**src/rtl/asyn_fifo_pkg.sv**
```systemverilog
// Shared types and helpers for the dual-clock FIFO: Gray conversion, FWFT mode constants,
// and the output-stage state encoding.
package asyn_fifo_pkg;

  localparam int unsigned GrayMaxW = 32;
  localparam int unsigned FwftStd  = 0;
  localparam int unsigned FwftOn   = 1;

  typedef enum logic {StEmptyOut, StHolding} out_state_e;

  // Callers zero-extend narrower pointers; the low bits of the result are exact.
  function automatic logic [GrayMaxW-1:0] bin2gray(input logic [GrayMaxW-1:0] b);
    return b ^ (b >> 1);
  endfunction

  function automatic logic [GrayMaxW-1:0] gray2bin(input logic [GrayMaxW-1:0] g);
    logic [GrayMaxW-1:0] b;
    for (int i = 0; i < GrayMaxW; i++) begin
      b[i] = ^(g >> i);
    end
    return b;
  endfunction

endpackage

```
**src/rtl/rd_out_stage.sv**
```systemverilog
// Output data register for the FIFO read side; decides when a RAM word is consumed and
// holds it in rdata/rvalid, in either standard or first-word-fall-through mode.
module rd_out_stage
  import asyn_fifo_pkg::*;
#(
  parameter int unsigned FWFT       = FwftStd,
  parameter int unsigned DATA_WIDTH = 32
) (
  input  logic                  i_clk,
  input  logic                  i_rst_n,
  input  logic                  i_rinc,
  input  logic                  i_rempty,
  input  logic                  i_mem_empty,
  input  logic [DATA_WIDTH-1:0] i_rdata_mem,
  output logic                  o_pop_mem,
  output logic                  o_rvalid,
  output logic                  o_rvalid_next,
  output logic [DATA_WIDTH-1:0] o_rdata
);

  out_state_e            r_state;
  out_state_e            w_state_next;
  logic                  w_pop;
  logic [DATA_WIDTH-1:0] r_rdata;

  always_ff @(posedge i_clk or negedge i_rst_n) begin
    if (!i_rst_n) begin
      r_state <= StEmptyOut;
    end else begin
      r_state <= w_state_next;
    end
  end

  always_ff @(posedge i_clk or negedge i_rst_n) begin
    if (!i_rst_n) begin
      r_rdata <= '0;
    end else if (w_pop) begin
      r_rdata <= i_rdata_mem;
    end
  end

  // Standard mode shows a word for one cycle; FWFT keeps it until the consumer pops it.
  always_comb begin
    if (FWFT != FwftStd) begin
      w_pop = ~i_mem_empty & ((r_state == StEmptyOut) | i_rinc);
    end else begin
      w_pop = i_rinc & ~i_rempty;
    end
    w_state_next = StEmptyOut;
    if (w_pop) begin
      w_state_next = StHolding;
    end else if ((FWFT != FwftStd) && (r_state == StHolding) && !i_rinc) begin
      w_state_next = StHolding;
    end
  end

  always_comb begin
    o_pop_mem     = w_pop;
    o_rvalid      = (r_state == StHolding);
    o_rvalid_next = (w_state_next == StHolding);
    o_rdata       = r_rdata;
  end

endmodule

```
**src/rtl/rd_ctrl_ext.sv**
```systemverilog
// Read-side controller for the dual-clock FIFO: Gray/binary read pointer, empty, level,
// almost-empty and underflow flags, plus a standard or FWFT output register.
module rd_ctrl_ext
  import asyn_fifo_pkg::*;
#(
  parameter int unsigned ADDR_WIDTH    = 4,
  parameter int unsigned DATA_WIDTH    = 32,
  parameter int unsigned FWFT          = FwftStd,
  parameter int unsigned AEMPTY_THRESH = 2
) (
  input  logic                  i_rclk,
  input  logic                  i_rrst_n,
  input  logic                  i_rinc,
  input  logic [ADDR_WIDTH:0]   i_rq2_wptr,
  input  logic [DATA_WIDTH-1:0] i_rdata_mem,
  output logic [ADDR_WIDTH:0]   o_rptr,
  output logic [ADDR_WIDTH-1:0] o_raddr,
  output logic [DATA_WIDTH-1:0] o_rdata,
  output logic                  o_rvalid,
  output logic                  o_rempty,
  output logic                  o_raempty,
  output logic [ADDR_WIDTH:0]   o_rlevel,
  output logic                  o_runderflow
);

  localparam int unsigned PtrW = ADDR_WIDTH + 1;

  logic [PtrW-1:0]     r_rbin;
  logic [PtrW-1:0]     r_rptr;
  logic [PtrW-1:0]     r_rlevel;
  logic                r_rempty;
  logic                r_raempty;
  logic                r_runderflow;

  logic [GrayMaxW-1:0] w_wbin_full;
  logic [GrayMaxW-1:0] w_gray_full;
  logic [PtrW-1:0]     w_wbin;
  logic [PtrW-1:0]     w_rbin_next;
  logic [PtrW-1:0]     w_rgray_next;
  logic [PtrW-1:0]     w_level_next;
  logic                w_mem_empty;
  logic                w_pop_mem;
  logic                w_rvalid_next;
  logic                w_unused;

  rd_out_stage #(
    .FWFT       (FWFT),
    .DATA_WIDTH (DATA_WIDTH)
  ) u_out_stage (
    .i_clk         (i_rclk),
    .i_rst_n       (i_rrst_n),
    .i_rinc        (i_rinc),
    .i_rempty      (r_rempty),
    .i_mem_empty   (w_mem_empty),
    .i_rdata_mem   (i_rdata_mem),
    .o_pop_mem     (w_pop_mem),
    .o_rvalid      (o_rvalid),
    .o_rvalid_next (w_rvalid_next),
    .o_rdata       (o_rdata)
  );

  always_comb begin
    w_wbin_full  = gray2bin(GrayMaxW'(i_rq2_wptr));
    w_wbin       = w_wbin_full[PtrW-1:0];
    w_mem_empty  = (r_rptr == i_rq2_wptr);
    w_rbin_next  = r_rbin + PtrW'(w_pop_mem);
    w_gray_full  = bin2gray(GrayMaxW'(w_rbin_next));
    w_rgray_next = w_gray_full[PtrW-1:0];
    // The held output word counts as stored in FWFT mode, so level can reach DEPTH+1.
    w_level_next = w_wbin - w_rbin_next + ((FWFT != FwftStd) ? PtrW'(w_rvalid_next) : '0);
    w_unused     = ^{w_wbin_full[GrayMaxW-1:PtrW], w_gray_full[GrayMaxW-1:PtrW]};
  end

  always_ff @(posedge i_rclk or negedge i_rrst_n) begin
    if (!i_rrst_n) begin
      r_rbin       <= '0;
      r_rptr       <= '0;
      r_rlevel     <= '0;
      r_rempty     <= 1'b1;
      r_raempty    <= 1'b1;
      r_runderflow <= 1'b0;
    end else begin
      r_rbin       <= w_rbin_next;
      r_rptr       <= w_rgray_next;
      r_rlevel     <= w_level_next;
      r_rempty     <= (FWFT != FwftStd) ? ~w_rvalid_next : (w_rgray_next == i_rq2_wptr);
      r_raempty    <= (w_level_next <= PtrW'(AEMPTY_THRESH));
      r_runderflow <= i_rinc & r_rempty;
    end
  end

  assign o_rptr       = r_rptr;
  assign o_raddr      = r_rbin[ADDR_WIDTH-1:0];
  assign o_rempty     = r_rempty;
  assign o_raempty    = r_raempty;
  assign o_rlevel     = r_rlevel;
  assign o_runderflow = r_runderflow;

endmodule

```
**config.mk**
```make
export PLATFORM = sky130hd
export DESIGN_NAME = rd_ctrl_ext
export DESIGN_NICKNAME = d
export VERILOG_FILES = /design/src/rtl/asyn_fifo_pkg.sv /design/src/rtl/rd_out_stage.sv /design/src/rtl/rd_ctrl_ext.sv
export SDC_FILE = /design/constraint.sdc
export NUM_CORES = 1
export LEC_CHECK = 0
export BUFFER_PORTS_ARGS = -buffer_cell sky130_fd_sc_hd__buf_2
export CORE_MARGIN = 5
export CORE_UTILIZATION = 47
export DETAILED_ROUTE_END_ITERATION = 6
export PLACE_DENSITY = 0.82
export SLEW_MARGIN = 20
export SYNTH_ARGS = -nofsm -noshare
export SYNTH_HDL_FRONTEND = slang
export SYNTH_SLANG_ARGS = --single-unit
```
**constraint.sdc**
```tcl
create_clock -name i_rclk -period 3.8 [get_ports i_rclk]
set_input_delay 0.76 -clock i_rclk [delete_from_list [all_inputs] [get_ports i_rclk]]
set_output_delay 0.76 -clock i_rclk [all_outputs]
set_load 0.05 [all_outputs]
```
# After elaboration in Yosys (flattened, before gate mapping)
# Cells that the tools add are included.
# op_classes
addsub,2
n_mul,0
div,0
magnitude_cmp,1
eq_ne,1
shifts,0
muxes,1
n_bitwise,4
n_reduce_logical,5
# op_table
operator,count
parity 32 bit,5
adder 5 x 1 -> 5 bit,1
equality test 5 bit,1
"less-or-equal comparator 5 x 2 -> 1 bit, second input constant",1
subtractor 5 bit,1
XOR 5 x 4 -> 5 bit,1
bitwise AND 1 bit,2
two-way mux 1 bit,1
NOT 1 bit,1
# totals
reg_bits,51
latchBits,0
mem_bits_rw,0
rom_bits,0
out_inout_bits,50
word_cells,22
memories,0

# Longest topological paths before layout
# depth
ltp_word,5
mapped_depth,12

# Hierarchy
# From an unflattened synthesis, not the netlist that was laid out.
# hier_totals
hier_cells,147
area_unflattened_um2,2298.5
# by_module_without_submodules
module,instances,cells_per_inst,area_each_um2
rd_out_stage,1,71,1387.6
rd_ctrl_ext,1,76,910.9

# Worst setup path after synthesis
# No wires, ideal clock.
# synth_timing
kind,flip-flop to flip-flop
start,"register r_rempty, in the netlist o_rempty"
end,"register r_raempty, in the netlist o_raempty"
setup_ns,0.081
t_arrival_ns,3.147
setup_slack_ns,0.572
stages_incl_launch_ff,13
n_path_buf,2
cell_sequence,dfstp_2 -> nand2b_1 -> clkbuf_1 -> clkbuf_1 -> inv_1 -> ha_1 -> ha_1 -> xnor2_1 -> ha_1 -> a21o_1 -> xor2_1 -> or3_1 -> a32oi_1
# synth_between
elab_chain_cells,5
# synth_rtl
item,line_no,text
start: declaration,rd_ctrl_ext.sv:31,logic r_rempty;
start signal: assignment,rd_ctrl_ext.sv:86,r_rempty <= (FWFT != FwftStd) ? ~w_rvalid_next : (w_rgray_next == i_rq2_wptr);
NOT 1 bit,rd_out_stage.sv:47,w_pop = i_rinc & ~i_rempty;
bitwise AND 1 bit,rd_out_stage.sv:47,
net u_out_stage.o_pop_mem,rd_out_stage.sv:15,"output logic o_pop_mem,"
adder 5 x 1 -> 5 bit,rd_ctrl_ext.sv:66,w_rbin_next = r_rbin + PtrW'(w_pop_mem);
subtractor 5 bit,rd_ctrl_ext.sv:70,w_level_next = w_wbin - w_rbin_next + ((FWFT != FwftStd) ? PtrW'(w_rvalid_next) : '0);
less-or-equal comparator 5 x 2 -> 1 bit,rd_ctrl_ext.sv:87,r_raempty <= (w_level_next <= PtrW'(AEMPTY_THRESH));
end signal: assignment,rd_ctrl_ext.sv:87,
end: declaration,rd_ctrl_ext.sv:32,logic r_raempty;
# The timed path passes the listed nets, and every way through them passes these cells.
# A chain may end at the register's enable or synchronous reset.

# Worst setup path in the final report
# Ends and elaborated chain as after synthesis.

==> results.cfg <==
[run_status]
status = completed

[cts]
htree_levels = 2
cts_buffers = 5
path_clk_slew_ps = 80
cts_hold_buf = 0
cts_buffer_depth = 2
cts_sinks = 50
cts_setup_buffers = 0
cts_root_buffer = clkbuf_8
cts_resized = 0
clock_latency_ps = 290
cts_tree = built

[logic_synthesis]
syn_avg_cell_area_um2 = 14.5
yosys_warnings = 0
ys_seq_area_share_pct = 58.9
synth_area_leaders = dfrtp_1 56%, mux2_2 17%, xnor2_1 4.5%
synth_cell_types = 29
syn_nets = 193
synth.largest_area_cell = dfrtp_1
synth-seq-cells = 50
synthCells = 147
synth_top_area_share_pct = 56.4
synth_area_um2 = 2130

[floorplanning]
initial_core_util_pct = 48.6
die_area_um2 = 5980
die_h_um = 77.3
core_area_um2 = 4380
rows = 24
pin_count = 90
fp.dieW_um = 77.3

[cells_and_area]
nets = 285
final_cell_mix = 88 x buf_2, 48 x dfrtp_1, 32 x mux2_2, 11 x xnor2_1, 9 x xor2_1
num_antenna_cells = 0
final_util_pct = 62.4
fill_cells = 360
register_area_um2 = 1250
syn_to_final_growth_pct = 28.6
final_cells = 292
mostFrequentLayoutCell = buf_2
multi_input_area_um2 = 825
drive_gt1_share_pct = 56.7

[timing]
period_minus_slack_ps = 2660
skew_ps = 4.70
post-route-period-util_pct = 70.0
hold_viol = 0
slew_headroom_pct = 59.1
max_freq_mhz = 376
slew_viol_final = 0
tightest_slew_ps = 613
rsz0062_at_grt = false
fin_setup_tns_ps = 0
setup_viol = 0

[setup_path]
cp-end-kind = register
crit_required_ps = 4020
critPathKind = reg2reg
crit_path_start_kind = register
path_max_fanout = 4
crit_arrival_ps = 2880

[detailed_routing]
dr_total_vias = 1421
drc = 0
post_drt_wl_per_cell_um = 14.6
first_pass_iters = 4
drt-total-wl_mm = 4.26
ant_nets = 0
drt-vias-per-instance = 4.87
drt_iter0_drc = 49

[global_route]
use_met2_pct = 22.1
grt_antenna_before_repair = 0
grt_util_met3_pct = 6.09
grtUsageTotal_pct = 14.9
grt_busiest_layer = met2
grt_pass1_wl_mm = 7.27
grt_max_degree = 51
use_met1_pct = 20.4
overflow = 0
grt_pass1_vias = 1490

[placed_design]
gp_congestion = 0.815
dp_cells = 284
io_buffer_count = 89
dpl.hpwl_mm = 3.31

[power]
powerDensity_nw_per_um2 = 1020
p_leak_nw = 1.35
irDropWorstVdd_v = 0.000756

[min_path]
min-delay-path-class = in2async

[run]
maxCapViolCount = 0
[worst max-delay path, cell delays in order, from the launching register on]
cell and delay [ps]:
dfstp_2 540, nand2b_1 120, inv_1 60, ha_1 200, ha_1 210, xnor2_1 400
ha_1 300, a21o_1 200, xor2_1 70, or3_1 310, a32oi_1 170
[synthesized netlist by cell type, drive strengths merged]
cell	instances
a21oi	1
mux2i	1
inv	8
clkbuf	5
xnor2	13
maj3	1
nor2	1
and2	1
nand2b	1
a21o	2
o21a	1
dfstp	2
nand3	2
dfrtp	48
mux2	32
or3	1
ha	6
and3	1
nor3	3
a32oi	1
xor2	10
nor2b	1
o21ai	1
a31oi	1
o211ai	1
nand4b	2
[power breakdown]
group / switching [mW] / internal, mW
logic: 1.13 / 0.497
clock network: 0.158 / 0.197
registers: 0.0825 / 0.725
total: 1.37 / 1.42
[final timing paths]
kind / end / cells after the start / from / slack (ps)
min reg2reg: u_out_stage.o_rdata[17]$_DFFE_PN0N_ / 1 / u_out_stage.o_rdata[17]$_DFFE_PN0N_ / 500
max: o_raempty$_DFF_PN1_ / 10 / o_rempty$_DFF_PN1_ / 1140
max reg2reg: o_raempty$_DFF_PN1_ / 10 / o_rempty$_DFF_PN1_ / 1140
min in group i_rclk: u_out_stage.o_rdata[17]$_DFFE_PN0N_ / 1 / u_out_stage.o_rdata[17]$_DFFE_PN0N_ / 500
min: u_out_stage.o_rdata[8]$_DFFE_PN0N_ / 1 / i_rrst_n / 480
max in group asynchronous: u_out_stage.o_rdata[28]$_DFFE_PN0N_ / 1 / i_rrst_n / 2910
[layer usage]
| metal | part of all wire [%] | vias up |
|---|---|---|
| met5 | 0 | - |
| met4 | 0.49 | 0 |
| met3 | 10 | 4 |
| met2 | 47 | 60 |
| met1 | 42 | 674 |
| li1 | - | 683 |
[through the flow]
stage	area (um2)	power, mW	worst slack (ps)	hold slack [ps]
4_1_cts	2740	2.82	1110	507
3_5_place_dp	2630	2.46	832	489
2_1_floorplan	2130	2.10	572	464
6_report	2740	2.79	1140	478
5_1_grt	2740	2.97	972	525
3_3_place_gp	2630	2.43	931	482
[area by class of cell]
class,instances,area share (%)
Clock buffer,7,2.79
Clock inverter,1,1.10
Inverter,8,1.19
Multi-Input combinational cell,84,30.1
Sequential cell,50,45.8
Tap cell,52,2.38
Timing Repair Buffer,90,16.6
[sequential cells by signal (all words and copies together) (netlist names)]
name	count
u_out_stage.o_rvalid	1
o_rptr	4
u_out_stage.o_rdata	32
o_runderflow	1
o_rlevel	5
o_raempty	1
r_rbin	5
o_rempty	1
[cells by family after synthesis]
logic type / synth area share (%)
flops: 58.9
simple gates: 3.64
buf+inv: 2.41
xor+xnor: 10.5
fa+ha+maj: 4.05
mux: 17.4
compound gates: 3.11
Power figures use the tool's default switching activity.
